`src/rtl/multicycle_ctrl.sv`:
```
// multicycle_ctrl: registered multicycle sequencer for the MIPS-subset datapath.
// Sequences fetch, decode, execute, memory and writeback. Memory latency is set by
// MEM_LAT, and the controller enters exceptions precisely on illegal opcode,
// overflow and divide-by-zero.
// Optional feature: define CTRL_MULDIV_EN to enable mult/div sequencing through
// MD_WAIT with the md_start/md_done handshake. When it is undefined, mult and div
// decode as illegal instructions.
module multicycle_ctrl #(
  parameter int unsigned MEM_LAT     = 1,     // memory latency in cycles, 1..15
  parameter logic [2:0]  EXC_VEC_SEL = 3'd5   // PCSource code of the exception vector
) (
  input  logic       clk,
  input  logic       rst_n,
  input  logic [5:0] opcode,
  input  logic [5:0] funct,
  input  logic       zero,
  input  logic       overflowflag,
  input  logic       divby0flag,
  input  logic       md_done,
  output logic       PCWrite,
  output logic       PCWriteCond,
  output logic       IorD,
  output logic       WR,
  output logic       IRWrite,
  output logic       RegWrite,
  output logic       ALUSrcA,
  output logic       EPCWrite,
  output logic [1:0] RegDest,
  output logic [2:0] MemToReg,
  output logic [2:0] ALUSrcB,
  output logic [4:0] ControlType,
  output logic [2:0] PCSource,
  output logic       md_start,
  output logic       md_op,
  output logic [1:0] ExcCause,
  output logic [3:0] state_o
);

  typedef enum logic [3:0] {
    S_FETCH    = 4'd0,
    S_DECODE   = 4'd1,
    S_EXEC     = 4'd2,
    S_WB       = 4'd3,
    S_MEM_ADDR = 4'd4,
    S_MEM_ACC  = 4'd5,
    S_MEM_WB   = 4'd6,
    S_BRANCH   = 4'd7,
    S_JUMP     = 4'd8,
`ifdef CTRL_MULDIV_EN
    S_MD_WAIT  = 4'd9,
`endif
    S_EXC_EPC  = 4'd10,
    S_EXC_JMP  = 4'd11
  } state_t;

  // Instruction class decoded once in DECODE and held for the rest of the instruction.
  typedef enum logic [4:0] {
    C_ADD, C_SUB, C_AND, C_OR, C_SLT,
    C_ADDI, C_ADDIU, C_SLTI, C_LUI,
    C_LW, C_SW, C_BEQ, C_BNE,
    C_J, C_JAL, C_JR, C_RTE,
    C_MULT, C_DIV, C_BREAK, C_ILL
  } iclass_t;

  localparam logic [3:0] LAST_CNT = 4'(MEM_LAT - 1);

  state_t     state_reg;
  iclass_t    cls_reg;
  logic [3:0] cnt_reg;
  logic [1:0] cause_reg;
  iclass_t    dec_cls;
  logic       cnt_last;
  logic       cls_rtype;
  logic       cls_lui;
  logic       cls_ovf_chk;

  function automatic iclass_t classify(input logic [5:0] op, input logic [5:0] fn);
    iclass_t c;
    c = C_ILL;
    case (op)
      6'h00: begin
        case (fn)
          6'h20: c = C_ADD;
          6'h22: c = C_SUB;
          6'h24: c = C_AND;
          6'h25: c = C_OR;
          6'h2A: c = C_SLT;
          6'h08: c = C_JR;
          6'h13: c = C_RTE;
          6'h0D: c = C_BREAK;
`ifdef CTRL_MULDIV_EN
          6'h18: c = C_MULT;
          6'h1A: c = C_DIV;
`endif
          default: c = C_ILL;
        endcase
      end
      6'h08: c = C_ADDI;
      6'h09: c = C_ADDIU;
      6'h0A: c = C_SLTI;
      6'h0F: c = C_LUI;
      6'h23: c = C_LW;
      6'h2B: c = C_SW;
      6'h04: c = C_BEQ;
      6'h05: c = C_BNE;
      6'h02: c = C_J;
      6'h03: c = C_JAL;
      default: c = C_ILL;
    endcase
    return c;
  endfunction

  assign dec_cls     = classify(opcode, funct);
  assign cnt_last    = (cnt_reg == LAST_CNT);
  assign cls_rtype   = (cls_reg == C_ADD) || (cls_reg == C_SUB) || (cls_reg == C_AND) ||
                       (cls_reg == C_OR)  || (cls_reg == C_SLT);
  assign cls_lui     = (cls_reg == C_LUI);
  assign cls_ovf_chk = (cls_reg == C_ADD) || (cls_reg == C_SUB) || (cls_reg == C_ADDI);

`ifdef CTRL_MULDIV_EN
  logic md_op_reg;
  assign md_op = md_op_reg;
`else
  logic unused_md_inputs;
  assign unused_md_inputs = md_done ^ divby0flag;
  assign md_op = 1'b0;
`endif

  // State sequencing, latency counter, latched class, exception cause and md operation.
  always_ff @(posedge clk or negedge rst_n) begin
    if (!rst_n) begin
      state_reg <= S_FETCH;
      cnt_reg   <= 4'd0;
      cls_reg   <= C_ILL;
      cause_reg <= 2'd0;
`ifdef CTRL_MULDIV_EN
      md_op_reg <= 1'b0;
`endif
    end else begin
      case (state_reg)
        S_FETCH: begin
          if (cnt_last) begin
            cnt_reg   <= 4'd0;
            state_reg <= S_DECODE;
          end else begin
            cnt_reg <= cnt_reg + 4'd1;
          end
        end
        S_DECODE: begin
          cls_reg <= dec_cls;
          case (dec_cls)
            C_ADD, C_SUB, C_AND, C_OR, C_SLT,
            C_ADDI, C_ADDIU, C_SLTI, C_LUI: state_reg <= S_EXEC;
            C_LW, C_SW:                     state_reg <= S_MEM_ADDR;
            C_BEQ, C_BNE:                   state_reg <= S_BRANCH;
            C_J, C_JAL, C_JR, C_RTE:        state_reg <= S_JUMP;
`ifdef CTRL_MULDIV_EN
            C_MULT, C_DIV: begin
              state_reg <= S_MD_WAIT;
              md_op_reg <= (dec_cls == C_DIV);
            end
`endif
            C_BREAK: state_reg <= S_FETCH;
            default: begin
              state_reg <= S_EXC_EPC;
              cause_reg <= 2'd0;
            end
          endcase
        end
        S_EXEC: begin
          if (overflowflag && cls_ovf_chk) begin
            state_reg <= S_EXC_EPC;
            cause_reg <= 2'd1;
          end else begin
            state_reg <= S_WB;
          end
        end
        S_WB:       state_reg <= S_FETCH;
        S_MEM_ADDR: state_reg <= S_MEM_ACC;
        S_MEM_ACC: begin
          if (cnt_last) begin
            cnt_reg   <= 4'd0;
            state_reg <= (cls_reg == C_LW) ? S_MEM_WB : S_FETCH;
          end else begin
            cnt_reg <= cnt_reg + 4'd1;
          end
        end
        S_MEM_WB: state_reg <= S_FETCH;
        S_BRANCH: state_reg <= S_FETCH;
        S_JUMP:   state_reg <= S_FETCH;
`ifdef CTRL_MULDIV_EN
        // A nonzero counter marks that md_start has already been issued.
        S_MD_WAIT: begin
          if (md_done) begin
            cnt_reg <= 4'd0;
            if (divby0flag) begin
              state_reg <= S_EXC_EPC;
              cause_reg <= 2'd2;
            end else begin
              state_reg <= S_FETCH;
            end
          end else begin
            cnt_reg <= 4'd1;
          end
        end
`endif
        S_EXC_EPC: state_reg <= S_EXC_JMP;
        S_EXC_JMP: state_reg <= S_FETCH;
        default:   state_reg <= S_FETCH;
      endcase
    end
  end

  // Datapath controls decoded from the current state; all are forced to 0 while in reset.
  always_comb begin
    PCWrite     = 1'b0;
    IorD        = 1'b0;
    WR          = 1'b0;
    IRWrite     = 1'b0;
    RegWrite    = 1'b0;
    ALUSrcA     = 1'b0;
    EPCWrite    = 1'b0;
    RegDest     = 2'd0;
    MemToReg    = 3'd0;
    ALUSrcB     = 3'd0;
    ControlType = 5'd0;
    PCSource    = 3'd0;
    md_start    = 1'b0;
    if (rst_n) begin
      case (state_reg)
        S_FETCH: begin
          ALUSrcB     = 3'd1;
          ControlType = 5'd1;
          if (cnt_last) begin
            IRWrite  = 1'b1;
            PCWrite  = 1'b1;
            PCSource = 3'd1;
          end
        end
        S_DECODE: begin
          ALUSrcB     = 3'd3;
          ControlType = 5'd1;
          if (dec_cls == C_BREAK) begin
            PCWrite  = 1'b1;
            PCSource = 3'd1;
          end
        end
        S_EXEC: begin
          ALUSrcA = 1'b1;
          ALUSrcB = cls_rtype ? 3'd0 : 3'd2;
          case (cls_reg)
            C_ADD, C_ADDI, C_ADDIU: ControlType = 5'd1;
            C_SUB:                  ControlType = 5'd2;
            C_AND:                  ControlType = 5'd3;
            C_OR:                   ControlType = 5'd4;
            C_SLT, C_SLTI:          ControlType = 5'd7;
            default:                ControlType = 5'd0;
          endcase
          if (cls_lui) MemToReg = 3'd5;
        end
        S_WB: begin
          RegWrite = 1'b1;
          RegDest  = cls_rtype ? 2'd1 : 2'd0;
          MemToReg = cls_lui ? 3'd5 : 3'd0;
        end
        S_MEM_ADDR: begin
          ALUSrcA     = 1'b1;
          ALUSrcB     = 3'd2;
          ControlType = 5'd1;
        end
        S_MEM_ACC: begin
          IorD = 1'b1;
          WR   = (cls_reg == C_SW);
        end
        S_MEM_WB: begin
          RegWrite = 1'b1;
          MemToReg = 3'd1;
        end
        S_BRANCH: begin
          ALUSrcA     = 1'b1;
          ControlType = 5'd2;
          PCSource    = 3'd2;
          PCWrite     = ((cls_reg == C_BEQ) && zero) || ((cls_reg == C_BNE) && !zero);
        end
        S_JUMP: begin
          PCWrite = 1'b1;
          case (cls_reg)
            C_JAL: begin
              RegWrite = 1'b1;
              RegDest  = 2'd2;
              MemToReg = 3'd4;
            end
            C_JR: begin
              PCSource = 3'd1;
              ALUSrcA  = 1'b1;
            end
            C_RTE:   PCSource = 3'd4;
            default: PCSource = 3'd0;
          endcase
        end
`ifdef CTRL_MULDIV_EN
        S_MD_WAIT: md_start = (cnt_reg == 4'd0);
`endif
        S_EXC_EPC: begin
          ALUSrcB     = 3'd1;
          ControlType = 5'd2;
          EPCWrite    = 1'b1;
        end
        S_EXC_JMP: begin
          PCSource = EXC_VEC_SEL;
          PCWrite  = 1'b1;
        end
        default: ;
      endcase
    end
  end

  assign PCWriteCond = 1'b0;
  assign ExcCause    = cause_reg;
  assign state_o     = state_reg;

endmodule

```
`config.mk`:
```
export PLATFORM = sky130hd
export DESIGN_NAME = multicycle_ctrl
export DESIGN_NICKNAME = d
export VERILOG_FILES = /design/src/rtl/multicycle_ctrl.sv
export SDC_FILE = /design/constraint.sdc
export NUM_CORES = 1
export LEC_CHECK = 0
export ABC_AREA = 1
export CORE_MARGIN = 2
export CORE_UTILIZATION = 45
export DETAILED_ROUTE_END_ITERATION = 7
export GPL_TIMING_DRIVEN = 0
export PLACE_DENSITY = 0.87
export SETUP_SLACK_MARGIN = 0.02
export SYNTH_ARGS = -nofsm -noshare
export SYNTH_HDL_FRONTEND = slang
export SYNTH_SLANG_ARGS = --single-unit
```
`constraint.sdc`:
```
create_clock -name clk -period 2.3 [get_ports clk]
set_input_delay 0.23 -clock clk [delete_from_list [all_inputs] [get_ports clk]]
set_output_delay 0.23 -clock clk [all_outputs]
set_load 0.01 [all_outputs]
```
==> impl_metrics.csv <==
group,metric,value,unit
status,outcome,"finished with violations",
status,failed_checks,"setup timing",
timing,finalHoldViolCount,0,
route,detail-route-antenna-nets,0,
cts,cts_tree,"built",
critical_path,cpLargestDelayFamily,"buffers and inverters",
placement,gp_congestion,0.8990,
critical_path,cp_max_fo,3,
synth,synth_compound_area_share,14.37,%
synth,synthTopCellsByArea,"dfrtp_1 (17%), inv_1 (10%), nor2_1 (10%)",
synth,synth_top_area_share,17.42,%
die,rows,22,
synth,syn_avg_cell_area,6.136,um^2
power_and_ir_drop,p_total,1842,uW
cts,clock-sinks,14,
global_route,antenna_found_initial,0,
global_route,grt_max_degree,21,
synth,synth_common_cells,"inv_1 (48), nor2_1 (47), nand2_1 (40)",
placement,place_hpwl,3464,um
synth,synth_xor_area_share,1.016,%
synth,synth_cell_type_count,38,
die,die_w,65.90,um
cts,clk_latency,0.25,ns
job,max_cap_viol_count,0,
synth,synthMuxAreaShare,0,%
synth,syn_area,0.001724,mm^2
route,drc,0,
synth,synthMostInstantiatedCell,"inv_1",
finish,largest_reg_flops,5,
global_route,grt_pass1_wl,7224,um
route,vias,2020,
die,ios,50,
cts,cts.clk_slew.worst_paths,0.06,ns
route,wl,4698,um
route,initialDrtViolationCount,256,
finish,area_growth,41.58,%
global_route,groute.usage.overall,20.69,%
placement,io_buffers,39,
critical_path,cp-start-kind,"register",
finish,final_nets,363,
synth,synth_enable_flop_cells,0,
timing,finalCriticalPeriod,2.306,ns
power_and_ir_drop,vdd_ir_drop_max,0.2732,mV
die,die_h,65.90,um
synth,synth_top_family_by_area,"simple AND/OR/NAND/NOR gates",
finish,drive_above_1_share,25.15,%
synth,syn-instance-count,281,
critical_path,cp-end-kind,"primary output",
synth,synth_top_area_cell,"dfrtp_1",
timing,worst_pin_slew,0.5755,ns
synth,synth-seq-cells,14,
timing,rsz0062_at_grt,"true",
timing,fmaxAchievable,0.4337,GHz
critical_path,worstSetupPathType,"reg -> out",
die,dieArea,0.004343,mm^2
route,first_pass_iters,5,
critical_path,arrival,2.08,ns
timing,report.final.slew_viol_count,0,
critical_path,path_common_cell,"inv_1",
finish,diodes,0,
min_path,hold_path_class,"in -> async",
cts,root_buffer,"clkbuf_8",
timing,fin_tns_setup,-0.005965,ns
critical_path,worstPathCellList,"inv_1, ha_2, inv_1, o311ai_2, nand3_1, inv_1, clkdlybuf4s50_1",
timing,setup_viol_count_final,1,
synth,synth_top_flop_cell,"dfrtp_1",
synth,async_reset_ff_share,100.0,%
global_route,overflow,0,
power_and_ir_drop,power_density,754.6,mW/mm^2
power_and_ir_drop,p_leak,0.001310,uW
critical_path,rr_worst_depth,8,
timing,finalCritPeriodShare,100.3,%
critical_path,max_stage_delay,0.52,ns
critical_path,cp_slowest_cell,"clkdlybuf4s50_1",
critical_path,cp.depth,7,
synth,seq_area_frac_synth,20.46,%
route,avgViaCountPerCell,5.233,
timing,skew,0.003959,ns
cts,cts_max_path_buffers,2,
finish,postLayoutCoreUtil,66.68,%
synth,synthSimpleGateAreaFrac,44.12,%
cts,cts_made_buffers,3,
synth,synth_fa_ha_area_share,4.354,%
global_route,first_global_vias,1762,
critical_path,required,2.07,ns
timing,slew_headroom,61.51,%
synth,yosys_warnings,0,
die,core_area,0.003661,mm^2
timing,timing.final.ws_setup,-0.005965,ns
cts,htreeDepth,1,
die,floorplan.initialDensity,47.10,%
route,wl_per_cell,12.17,um
critical_path,cp_num_buf_inv,4,
cells by family (layout without fill, tap and decap cells):
logic type | Yosys count | in the layout
fa+ha+maj | 6 | 6
xor+xnor | 2 | 2
simple gates | 153 | 153
flops | 14 | 14
other cells | 1 | 8
compound gates | 42 | 42
buf+inv | 63 | 113
path summary, 6_finish.rpt:
path                                 start    endpoint  slack (ns)
worst max-delay path            cls_reg[1]  RegDest[0]      -0.006
worst min-delay path                 rst_n  cls_reg[2]        0.03
worst max register to register  state_o[1]  state_o[0]        0.53
worst min register to register  cls_reg[2]  cls_reg[2]        0.51
max in group asynchronous            rst_n  state_o[1]        1.22
min in group clk                cls_reg[2]  cls_reg[2]        0.51
per-layer routing:
metal / part of all wire [%] / GRT usage (%)
met2: 51 / 38.26
met4: 2.0 / 8.854
met1: 42 / 24.79
met5: 0 / 0
met3: 5.3 / 0.6814
report_power, final:
part           switching [uW]  internal, uW  total (uW)
logic                     716           460        1180
clock network            88.1           152         240
registers                91.7           335         426
total                     896           947        1840
cells in the final DEF (no fill, tap or decap), drive strengths merged, types with 2 or more instances in the layout:
master / count
a21oi: 12
buf: 19
clkbuf: 6
clkdlybuf4s15: 3
clkdlybuf4s50: 14
conb: 8
dfrtp: 12
dfstp: 2
dlygate4sd2: 11
dlymetal6s2s: 7
ha: 6
inv: 52
nand2: 48
nand3: 32
nand4: 4
nor2: 57
nor3: 10
o21ai: 19
o22ai: 2
layout make-up:
cell class                      count  area, um^2
Multi-Input combinational cell    211        1260
Fill cell                         316        1220
Timing Repair Buffer               47       449.2
Sequential cell                    14       354.1
Inverter                           52       195.2
Buffer                             10       67.56
Tap cell                           48       60.06
Clock buffer                        4       55.05
per-stage QoR:
stage | cell area [um^2] | hold slack, ns | worst slack, ns | instances
3_3_place_gp | 2201 | 0.5257 | -0.5020 | 375
2_1_floorplan | 1750 | -0.06559 | 0.5090 | 288
6_report | 2441 | 0.02814 | -0.005965 | 386
3_5_place_dp | 2201 | 0.5281 | -0.5378 | 375
4_1_cts | 2349 | 0.03223 | 0.04547 | 383
5_1_grt | 2441 | 0.02025 | -0.06955 | 386
timing repair:
action	4_1_cts	5_1_grt
resized for setup	46	33
setup buffers	5	2
hold buffers	0	1
setup endpoints to repair	19	15
pin swaps	12	10
endpoints found under the hold margin	0	12
No activity file was read; power rests on OpenSTA's default activity.
